--- src/rtl/delay_ctrl_pkg.sv ---
// Shared types and constants for the dynamic input-delay step controller.
package delay_ctrl_pkg;

  typedef enum logic [2:0] {
    INIT,
    IDLE,
    LOAD,
    PREP,
    STEP,
    SETTLE,
    FIN
  } ctrl_state_t;

  localparam logic DIR_INC = 1'b0;
  localparam logic DIR_DEC = 1'b1;

  localparam int TAP_CODE_W = 7;
  typedef logic [TAP_CODE_W-1:0] tap_code_t;

endpackage

--- src/rtl/delay_code_tracker.sv ---
// Shadow copy of the delay cell's tap code: saturating single steps, reload to
// default, and reversal of the most recent step when the cell flags a limit.
module delay_code_tracker
  import delay_ctrl_pkg::*;
#(
  parameter int CODE_W       = 7,
  parameter int MAX_CODE     = 127,
  parameter int DEFAULT_CODE = 0
) (
  input  logic              clk,
  input  logic              rst_n,
  input  logic              load_default,
  input  logic              step_en,
  input  logic              step_dir,
  input  logic              undo,
  input  logic [CODE_W-1:0] tgt,
  output logic [CODE_W-1:0] cur_code,
  output logic              tgt_eq,
  output logic              tgt_lt,
  output logic              step_hits_tgt
);

  localparam logic [CODE_W-1:0] MAX_C = CODE_W'(MAX_CODE);
  localparam logic [CODE_W-1:0] DEF_C = CODE_W'(DEFAULT_CODE);

  logic [CODE_W-1:0] stepped;
  logic              last_moved;
  logic              last_dir;

  always_comb begin
    stepped = cur_code;
    if (step_dir == DIR_DEC) begin
      if (cur_code != '0) stepped = cur_code - CODE_W'(1);
    end else begin
      if (cur_code != MAX_C) stepped = cur_code + CODE_W'(1);
    end
  end

  // A saturated step leaves the code unchanged, so only a real move is undone.
  always_ff @(posedge clk or negedge rst_n) begin
    if (!rst_n) begin
      cur_code   <= DEF_C;
      last_moved <= 1'b0;
      last_dir   <= DIR_INC;
    end else if (load_default) begin
      cur_code   <= DEF_C;
      last_moved <= 1'b0;
    end else if (undo) begin
      if (last_moved) begin
        if (last_dir == DIR_DEC) cur_code <= cur_code + CODE_W'(1);
        else                     cur_code <= cur_code - CODE_W'(1);
      end
      last_moved <= 1'b0;
    end else if (step_en) begin
      cur_code   <= stepped;
      last_moved <= (stepped != cur_code);
      last_dir   <= step_dir;
    end
  end

  assign tgt_eq        = (cur_code == tgt);
  assign tgt_lt        = (tgt < cur_code);
  assign step_hits_tgt = (stepped == tgt);

endmodule

--- src/rtl/delay_step_ctrl.sv ---
// Walks one dynamic input-delay cell to a requested tap code, one MOVE pulse at
// a time with a settle gap, and reloads the cell to its default after reset.
module delay_step_ctrl
  import delay_ctrl_pkg::*;
#(
  parameter int CODE_W       = 7,
  parameter int MAX_CODE     = 127,
  parameter int DEFAULT_CODE = 0,
  parameter int LOAD_CYC     = 4,
  parameter int SETTLE_CYC   = 3
) (
  input  logic              clk,
  input  logic              rst_n,
  input  logic              req_valid,
  input  logic              req_load,
  input  logic [CODE_W-1:0] req_code,
  output logic              req_ready,
  output logic              done,
  output logic              err,
  output logic [CODE_W-1:0] cur_code,
  output logic              loadn,
  output logic              move,
  output logic              direction,
  input  logic              cflag
);

  localparam int CNT_MAX = (LOAD_CYC > SETTLE_CYC) ? LOAD_CYC : SETTLE_CYC;
  localparam int CNT_W   = (CNT_MAX < 2) ? 1 : $clog2(CNT_MAX);

  ctrl_state_t       state;
  ctrl_state_t       state_d;
  logic [CNT_W-1:0]  cnt;
  logic [CODE_W-1:0] tgt_q;
  logic [CODE_W-1:0] req_clamped;
  logic              dir_q;
  logic              hs;
  logic              tgt_eq;
  logic              tgt_lt;
  logic              step_hits_tgt;
  logic              load_default;
  logic              step_en;
  logic              undo;

  // Clamping is only needed when the code field can express values above MAX_CODE.
  generate
    if (MAX_CODE < (2 ** CODE_W) - 1) begin : g_clamp
      always_comb begin
        req_clamped = req_code;
        if ({1'b0, req_code} > (CODE_W + 1)'(MAX_CODE)) req_clamped = CODE_W'(MAX_CODE);
      end
    end else begin : g_no_clamp
      assign req_clamped = req_code;
    end
  endgenerate

  assign hs = req_valid && req_ready;

  always_ff @(posedge clk or negedge rst_n) begin
    if (!rst_n) state <= INIT;
    else        state <= state_d;
  end

  always_comb begin
    state_d = state;
    case (state)
      INIT: state_d = LOAD;
      IDLE: begin
        if (req_valid) begin
          if (req_load)                     state_d = LOAD;
          else if (req_clamped == cur_code) state_d = FIN;
          else                              state_d = PREP;
        end
      end
      LOAD: if (cnt == CNT_W'(LOAD_CYC - 1)) state_d = FIN;
      PREP: state_d = STEP;
      // With no settle gap the arrival decision is made on the post-step code.
      STEP: begin
        if (cflag)                state_d = FIN;
        else if (SETTLE_CYC != 0) state_d = SETTLE;
        else if (step_hits_tgt)   state_d = FIN;
        else                      state_d = PREP;
      end
      SETTLE: begin
        if (cflag)                                state_d = FIN;
        else if (cnt == CNT_W'(SETTLE_CYC - 1)) state_d = tgt_eq ? FIN : PREP;
      end
      FIN:     state_d = IDLE;
      default: state_d = INIT;
    endcase
  end

  always_comb begin
    req_ready = (state == IDLE);
    done      = (state == FIN);
    loadn     = (state != LOAD);
    move      = (state == STEP);
    direction = (state == PREP) ? tgt_lt : dir_q;
  end

  // Counts cycles spent in LOAD and SETTLE; restarts on every state change.
  always_ff @(posedge clk or negedge rst_n) begin
    if (!rst_n) begin
      cnt <= '0;
    end else if ((state == LOAD || state == SETTLE) && state_d == state) begin
      cnt <= cnt + CNT_W'(1);
    end else begin
      cnt <= '0;
    end
  end

  always_ff @(posedge clk or negedge rst_n) begin
    if (!rst_n) begin
      tgt_q <= CODE_W'(DEFAULT_CODE);
      dir_q <= DIR_INC;
      err   <= 1'b0;
    end else begin
      if (hs && !req_load) tgt_q <= req_clamped;
      if (state == PREP)   dir_q <= tgt_lt;
      if (hs)                                              err <= 1'b0;
      else if (cflag && (state == STEP || state == SETTLE)) err <= 1'b1;
    end
  end

  assign load_default = (state == LOAD) && (cnt == CNT_W'(LOAD_CYC - 1));
  assign step_en      = (state == STEP) && !cflag;
  assign undo         = (state == SETTLE) && cflag;

  delay_code_tracker #(
    .CODE_W      (CODE_W),
    .MAX_CODE    (MAX_CODE),
    .DEFAULT_CODE(DEFAULT_CODE)
  ) u_tracker (
    .clk          (clk),
    .rst_n        (rst_n),
    .load_default (load_default),
    .step_en      (step_en),
    .step_dir     (dir_q),
    .undo         (undo),
    .tgt          (tgt_q),
    .cur_code     (cur_code),
    .tgt_eq       (tgt_eq),
    .tgt_lt       (tgt_lt),
    .step_hits_tgt(step_hits_tgt)
  );

endmodule

--- config.mk ---
export PLATFORM = sky130hd
export DESIGN_NAME = delay_step_ctrl
export DESIGN_NICKNAME = d
export VERILOG_FILES = /design/src/rtl/delay_ctrl_pkg.sv /design/src/rtl/delay_code_tracker.sv /design/src/rtl/delay_step_ctrl.sv
export SDC_FILE = /design/constraint.sdc
export NUM_CORES = 1
export LEC_CHECK = 0
export CORE_ASPECT_RATIO = 1.1
export CORE_MARGIN = 4
export CORE_UTILIZATION = 30
export CTS_CLUSTER_SIZE = 14
export DETAILED_ROUTE_END_ITERATION = 10
export GPL_ROUTABILITY_DRIVEN = 0
export SYNTH_ARGS = -nofsm -noshare
export SYNTH_HDL_FRONTEND = slang
export SYNTH_SLANG_ARGS = --single-unit
--- constraint.sdc ---
create_clock -name clk -period 2.8 [get_ports clk]
set_clock_uncertainty 0.1 [all_clocks]
set_input_delay 0.42 -clock clk [delete_from_list [all_inputs] [get_ports clk]]
set_output_delay 0.42 -clock clk [all_outputs]
set_load 0.01 [all_outputs]
==> qor.csv, run 1 <==
stage,metric,value,unit
hold_path,hold path start,cnt[0],
final_layout,area grow syn2layout,21.9,%
pwr,Sw Pwr,1.05,mW
pwr,pwr dens,1020,mW/mm^2
logic_synthesis,sequential area share after synthesis,0.306,
sta,setup_tns,0,ns
die,DIE AREA,0.00760,mm^2
hold_path,Hold Crit Endpoint,cnt[0],
hold_path,Hold WC Path Type,reg -> reg,
logic_synthesis,"Net Count, Synth",242,
drt,1st-iter DRT viols,249,
worst_setup_path,worst reg2reg path depth,7,
pwr,Sw Share,0.452,
grt,initial antenna violation count,0,
worst_setup_path,CP Class,reg -> out,
pwr,sequential cell fraction of total power,0.266,
cts,CTS root buffer,clkbuf_8,
job,Max-cap violations,0,
cts,Clock transition at path regs,0.09,ns
grt,gr usage total,0.133,
cts,H-tree depth,1,
drt,vias per inst,5.41,
logic_synthesis,mux cell area share after synthesis,0.0479,
logic_synthesis,Synth Instances,219,
die,core area,0.00612,mm^2
worst_setup_path,Setup crit end kind,output port,
pwr,Leakage,0.895,nW
sta,fmax,0.400,GHz
drt,total number of vias,1754,
worst_setup_path,crit-path max FO,3,
hold_path,hold-critical path depth,1,
sta,Worst-Margin Slew,0.606,ns
pwr,Comb power frac,0.641,
worst_setup_path,CP arrival,1.98,ns
drt,Pre-antenna DRT Iters,4,
pwr,Clk pwr share,0.093,
cts,Max clock buf depth,2,
worst_setup_path,Worst path max stage delay,0.35,ns
die,Initial Util,0.307,
pwr,peak supply drop,0.000498,V
final_layout,fillcell total,604,
logic_synthesis,"FF+latch count, synth",23,
sta,final setup fails,0,
placed_design,dpl hpwl,3780,um
worst_setup_path,Reg2Reg Launch Point,u_tracker.cur_code[0],
logic_synthesis,Synth Warn #,0,
final_layout,Antenna diodes,0,
worst_setup_path,WP buf/inv,2,
drt,DRC,0,
cts,Worst-Skew Late Latency,0.27,ns
drt,final WL,4930,um
status,status,completed,
logic_synthesis,post-synthesis adder-cell area fraction,0.0732,
sta,final hold vios,0,
grt,first-pass GRT wire length,8290,um
final_layout,nets,268,
cts,"Setup Fix Bufs, Post-CTS",0,
pwr,Int Pwr,1.28,mW
logic_synthesis,largest family of logic cells by synthesized area,simple AND/OR/NAND/NOR gates,
drt,Final ANT Viol Nets,0,
logic_synthesis,synthesized area per cell,8.59,um^2
die,die width,83.5,um
worst_setup_path,Critical Path RT,2.28,ns
worst_setup_path,Critical Path Slowest Stage Cell,dfrtp_1,
cts,CTS tree,done,
logic_synthesis,count of cell types in the netlist,53,
worst_setup_path,Critical Path Start Type,register,
logic_synthesis,Synth Area in Compound Gates,0.206,
final_layout,post-route cell area,0.00229,mm^2
worst_setup_path,R2R Setup Slk,0.35,ns
logic_synthesis,main flop type after synthesis,dfrtp_1,
logic_synthesis,xor/xnor share of the synthesized area,0.0373,
die,# IOs,25,
die,Die Y,91.0,um
worst_setup_path,cell family with most CP delay,compound AO/OA/AOI/OAI gates,
cts,CTS Sinks,23,
worst_setup_path,r2r endpoint,u_tracker.cur_code[0],
logic_synthesis,Post-synth ARST share,1.00,
logic_synthesis,Synth top area share,0.306,
sta,Period minus WS final,2.50,ns
logic_synthesis,Post-synth EDFFs,0,
grt,GRT overflow,0,
placed_design,"Cell Area, Placed",0.00224,mm^2
drt,WL per Instance,15.2,um
sta,fin. max-slew vios,0,
logic_synthesis,mapped cell area,0.00188,mm^2
final_layout,layout cell share with drive strength beyond 1,0.160,
logic_synthesis,synth top area cells,"dfrtp_1, ha_1, o21ai_0, mux2_2, nand4_1",
sta,Tcrit/Tclk final,0.893,
worst_setup_path,crit-path cells,inv_1 > ha_1 > a211oi_2 > a21oi_1 > a2111oi_2 > a21o_1 > clkbuf_2,
logic_synthesis,Synth Area in Simple Gates,0.264,
placed_design,port bufs,24,
grt,largest net degree at the start of global routing,24,
sta,unrepaired setup endpoints after global routing,no,
die,Cell Rows,30,
grt,number of global-route vias before repair,1661,
logic_synthesis,Synth area leader,dfrtp_1,
cts,CTS buffer count,3,
sta,Slew HR,0.596,
-- stage by stage --
| step | hold slack [ns] | setup WS [ns] | utilization | power (mW) | instances |
|---|---|---|---|---|---|
| final | 0.366 | 0.300 | 0.375 | 2.33 | 324 |
| after global routing | 0.402 | 0.112 | 0.375 | 2.56 | 324 |
| after CTS | 0.373 | 0.129 | 0.374 | 2.32 | 324 |
| after detailed placement | 0.361 | 0.0990 | 0.366 | 2.09 | 320 |
| after global placement | 0.353 | 0.161 | 0.366 | 2.08 | 320 |
| after floorplan | 0.0244 | 0.270 | - | 1.62 | 219 |
-- metal layers --
metal	track usage	part of all wire
met3	0.0181	0.038
met4	0.0563	0.030
met2	0.221	0.48
met5	0	0
met1	0.172	0.45
-- cells in the mapped netlist, types with 2 or more instances --
| master | instances |
|---|---|
| o21ai_0 | 21 |
| a21oi_1 | 9 |
| mux2_2 | 7 |
| clkbuf_1 | 7 |
| o22ai_1 | 5 |
| buf_2 | 8 |
| o31ai_1 | 3 |
| nand4b_1 | 2 |
| nand2_1 | 14 |
| a31oi_1 | 2 |
| nor4_1 | 2 |
| or3b_2 | 2 |
| a21boi_0 | 2 |
| a211oi_1 | 2 |
| nor3_1 | 3 |
| nand2b_1 | 4 |
| o211ai_1 | 5 |
| nor2b_1 | 5 |
| or3_1 | 3 |
| xor2_1 | 5 |
| xnor2_1 | 3 |
| ha_1 | 11 |
| nand3b_1 | 2 |
| nor2_1 | 15 |
| and3_1 | 2 |
| inv_1 | 12 |
| nand3_1 | 7 |
| dfrtp_1 | 23 |
| nand4_1 | 9 |
-- worst max path at each step --
stage | to | slack, ns | start | depth (start not counted)
2_1_floorplan | direction | 0.27 | u_tracker.cur_code[3] | 7
3_3_place_gp | direction | 0.16 | u_tracker.cur_code[1] | 8
3_5_place_dp | direction | 0.1 | u_tracker.cur_code[1] | 8
4_1_cts | direction | 0.13 | u_tracker.cur_code[1] | 8
5_1_grt | direction | 0.11 | u_tracker.cur_code[1] | 8
6_report | direction | 0.30 | u_tracker.cur_code[3] | 7
-- repair_timing --
action                                  in CTS  in global routing
gates resized for setup                      3                  4
endpoints found under the setup margin       1                  1
endpoints found under the hold margin        0                  0
pin swaps                                    0                  0
hold buffers                                 0                  0
-- cell type report --
cell class	count	area, um^2	area share
multi-input combinational	168	1190	0.521
sequential	23	576	0.251
timing repair buffer	37	333	0.145
tap	80	100	0.0437
clock buffer	4	45.0	0.0197
inverter	12	45.0	0.0197
-- cell families after synthesis --
group,Yosys count
multiplexers,8
adder cells (fa/ha/maj),11
buffers and inverters,28
XOR/XNOR,8
AND/OR/NAND/NOR,81
flip-flops,23
AO/OA/AOI/OAI,60
-- sequential cells by signal, summed over array words and instances, names as in the netlist --
name,cells
state,3
err,1
u_tracker.cur_code,7
tgt_q,7
u_tracker.last_moved,1
dir_q,1
cnt,2
u_tracker.last_dir,1
-- layout by cell type (no fill, tap or decap), types with 4 or more instances in the layout --
| cell type | instances |
|---|---|
| o21ai_0 | 21 |
| o211ai_1 | 5 |
| buf_4 | 13 |
| xor2_1 | 5 |
| mux2_2 | 7 |
| ha_1 | 11 |
| nand2_1 | 14 |
| nand3_1 | 7 |
| nor2b_1 | 5 |
| clkdlybuf4s50_1 | 23 |
| dfrtp_1 | 23 |
| nand2b_1 | 4 |
| o22ai_1 | 5 |
| a21oi_1 | 9 |
| nor2_1 | 15 |
| inv_1 | 11 |
| nand4_1 | 9 |
-- power groups by stage --
stage               combinational [mW]  sequential [mW]  clock [mW]
floorplan                         1.04            0.585           0
global placement                  1.46            0.619           0
detailed placement                1.46            0.622           0
CTS                               1.48            0.614       0.225
global route                      1.68            0.637       0.241
finish                            1.49            0.619       0.218
No activity file was read; power rests on OpenSTA's default activity.
==> run 2: changes to the inputs <==
GPL_TIMING_DRIVEN = 0   (was unset)
==> qor.csv, run 2 (synthesized netlist as in run 1, its figures left out) <==
stage,metric,value,unit,change
status,status,completed,,
die,Cell Rows,30,,unchanged
drt,1st-iter DRT viols,291,,+17%
drt,vias per inst,5.51,,+1.7%
drt,DRC,0,,unchanged
die,# IOs,25,,unchanged
drt,WL per Instance,15.2,um,about the same
pwr,peak supply drop,0.000430,V,-14%
sta,Period minus WS final,2.60,ns,+0.0982 ns
placed_design,dpl hpwl,3740,um,-0.96%
cts,CTS buffer count,3,,unchanged
cts,CTS tree,done,,
die,Initial Util,0.307,,unchanged
cts,CTS root buffer,clkbuf_8,,
sta,unrepaired setup endpoints after global routing,no,,
drt,final WL,5000,um,+1.3%
pwr,Clk pwr share,0.093,,about the same
grt,largest net degree at the start of global routing,24,,unchanged
drt,Final ANT Viol Nets,0,,unchanged
placed_design,port bufs,23,,-4.2%
worst_setup_path,CP Class,reg -> out,,
pwr,Int Pwr,1.29,mW,+1.3%
sta,final hold vios,0,,unchanged
grt,number of global-route vias before repair,1722,,+3.7%
pwr,sequential cell fraction of total power,0.253,,-0.013
final_layout,Largest regs,"tgt_q: 7 flops, u_tracker.cur_code: 7 flops, state: 3 flops",,
hold_path,hold path start,cnt[0],,
sta,fin. max-slew vios,0,,unchanged
drt,total number of vias,1806,,+3.0%
cts,H-tree depth,1,,unchanged
final_layout,"commonest non-fill, non-tap cells in the layout","clkdlybuf4s50_1, o21ai_0, dfrtp_1",,
die,core area,0.00612,mm^2,unchanged
sta,fmax,0.385,GHz,-3.8%
final_layout,layout cell share with drive strength beyond 1,0.161,,+0.00145
grt,first-pass GRT wire length,8320,um,+0.42%
sta,Worst-Margin Slew,1.10,ns,+0.497 ns
pwr,Leakage,0.893,nW,-0.14%
final_layout,nets,272,,+1.5%
worst_setup_path,critical path launch point,u_tracker.cur_code[1],,
worst_setup_path,Critical Path Start Type,register,,
hold_path,Hold WC Path Type,reg -> reg,,
final_layout,Antenna diodes,0,,unchanged
sta,Slew HR,0.262,,-0.334
cts,Clock transition at path regs,0.09,ns,about the same
drt,Pre-antenna DRT Iters,5,,+1
worst_setup_path,Setup crit end kind,output port,,
pwr,Final Power,2.35,mW,+1.0%
final_layout,Layout Utilization,0.375,,+0.000818
cts,Hold Buf Count CTS,0,,unchanged
die,Die Y,91.0,um,unchanged
pwr,Comb power frac,0.654,,+0.013
pwr,Sw Share,0.450,,-0.00152
worst_setup_path,Critical Path RT,2.28,ns,about the same
sta,final setup fails,0,,unchanged
final_layout,"leading cell type in the layout, fill and taps excluded",clkdlybuf4s50_1,,
worst_setup_path,CP arrival,2.08,ns,+0.10 ns
worst_setup_path,Reg2Reg Launch Point,u_tracker.cur_code[0],,
die,DIE AREA,0.00760,mm^2,unchanged
final_layout,area grow syn2layout,22.2,%,
grt,gr usage total,0.133,,+0.000707
worst_setup_path,crit-path max FO,3,,unchanged
die,die width,83.5,um,unchanged
pwr,pwr dens,1020,mW/mm^2,+0.83%
grt,GRT overflow,0,,unchanged
cts,CTS Sinks,23,,unchanged
cts,Max clock buf depth,2,,unchanged
pwr,Sw Pwr,1.06,mW,+0.71%
cts,Worst-Skew Late Latency,0.27,ns,about the same
grt,initial antenna violation count,0,,unchanged
job,Max-cap violations,0,,unchanged
sta,Tcrit/Tclk final,0.928,,+0.0351
-- run 2: worst max-delay path, stage by stage (launching register included) --
cell and delay (ns):
dfrtp_1 0.41, buf_6 0.13, inv_2 0.07, ha_1 0.24, nor2b_1 0.13, o211ai_1 0.15, a21oi_1 0.10, a2111oi_2 0.20
a21o_1 0.16, clkdlybuf4s15_2 0.23
-- run 2: power by group through the flow --
stage	Combinational, mW	Sequential, mW	Clock (mW)
2_1_floorplan	1.04	0.585	0
3_3_place_gp	1.45	0.599	0
3_5_place_dp	1.46	0.602	0
4_1_cts	1.54	0.593	0.225
5_1_grt	1.70	0.612	0.241
6_report	1.54	0.595	0.220
-- run 2: path summary, 6_finish.rpt --
check,end,slack [ns],depth (start not counted)
setup / recovery,direction,0.20,9
hold / removal,cnt[0],0.36,1
setup reg to reg,u_tracker.cur_code[0],0.33,8
hold reg to reg,cnt[0],0.36,1
max in group asynchronous,u_tracker.cur_code[4],1.23,1
min in group asynchronous,u_tracker.cur_code[1],0.64,1
-- run 2: cell type report --
type                            count  area [um^2]
Buffer                             14         78.8
Clock buffer                        4         45.0
Fill cell                         622         3820
Inverter                           12         45.0
Multi-Input combinational cell    168         1190
Sequential cell                    23          578
Tap cell                           80          100
Timing Repair Buffer               27          262
-- run 2: metrics by stage --
step | hold WS, ns | cell area [um^2] | setup TNS [ns] | instances | worst slack [ns]
floorplan | 0.0244 | 1880 | 0 | 219 | 0.270
CTS | 0.370 | 2300 | 0 | 328 | 0.0384
global placement | 0.351 | 2210 | -0.474 | 322 | -0.474
detailed placement | 0.358 | 2210 | -0.526 | 322 | -0.526
global route | 0.390 | 2300 | 0 | 328 | 0.0406
finish | 0.364 | 2300 | 0 | 328 | 0.202
-- run 2: routing by layer --
metal	GRT usage	routed length, um	vias up
met5	0	0	-
met4	0.0697	197	0
met3	0.0181	322	13
met2	0.211	2280	85
met1	0.176	2190	842
li1	-	-	866
-- run 2: repair_timing --
item / in CTS / in global routing
pin swaps: 0 / 1
setup buffers: 4 / 0
endpoints found under the setup margin: 1 / 1
resized for setup: 11 / 0
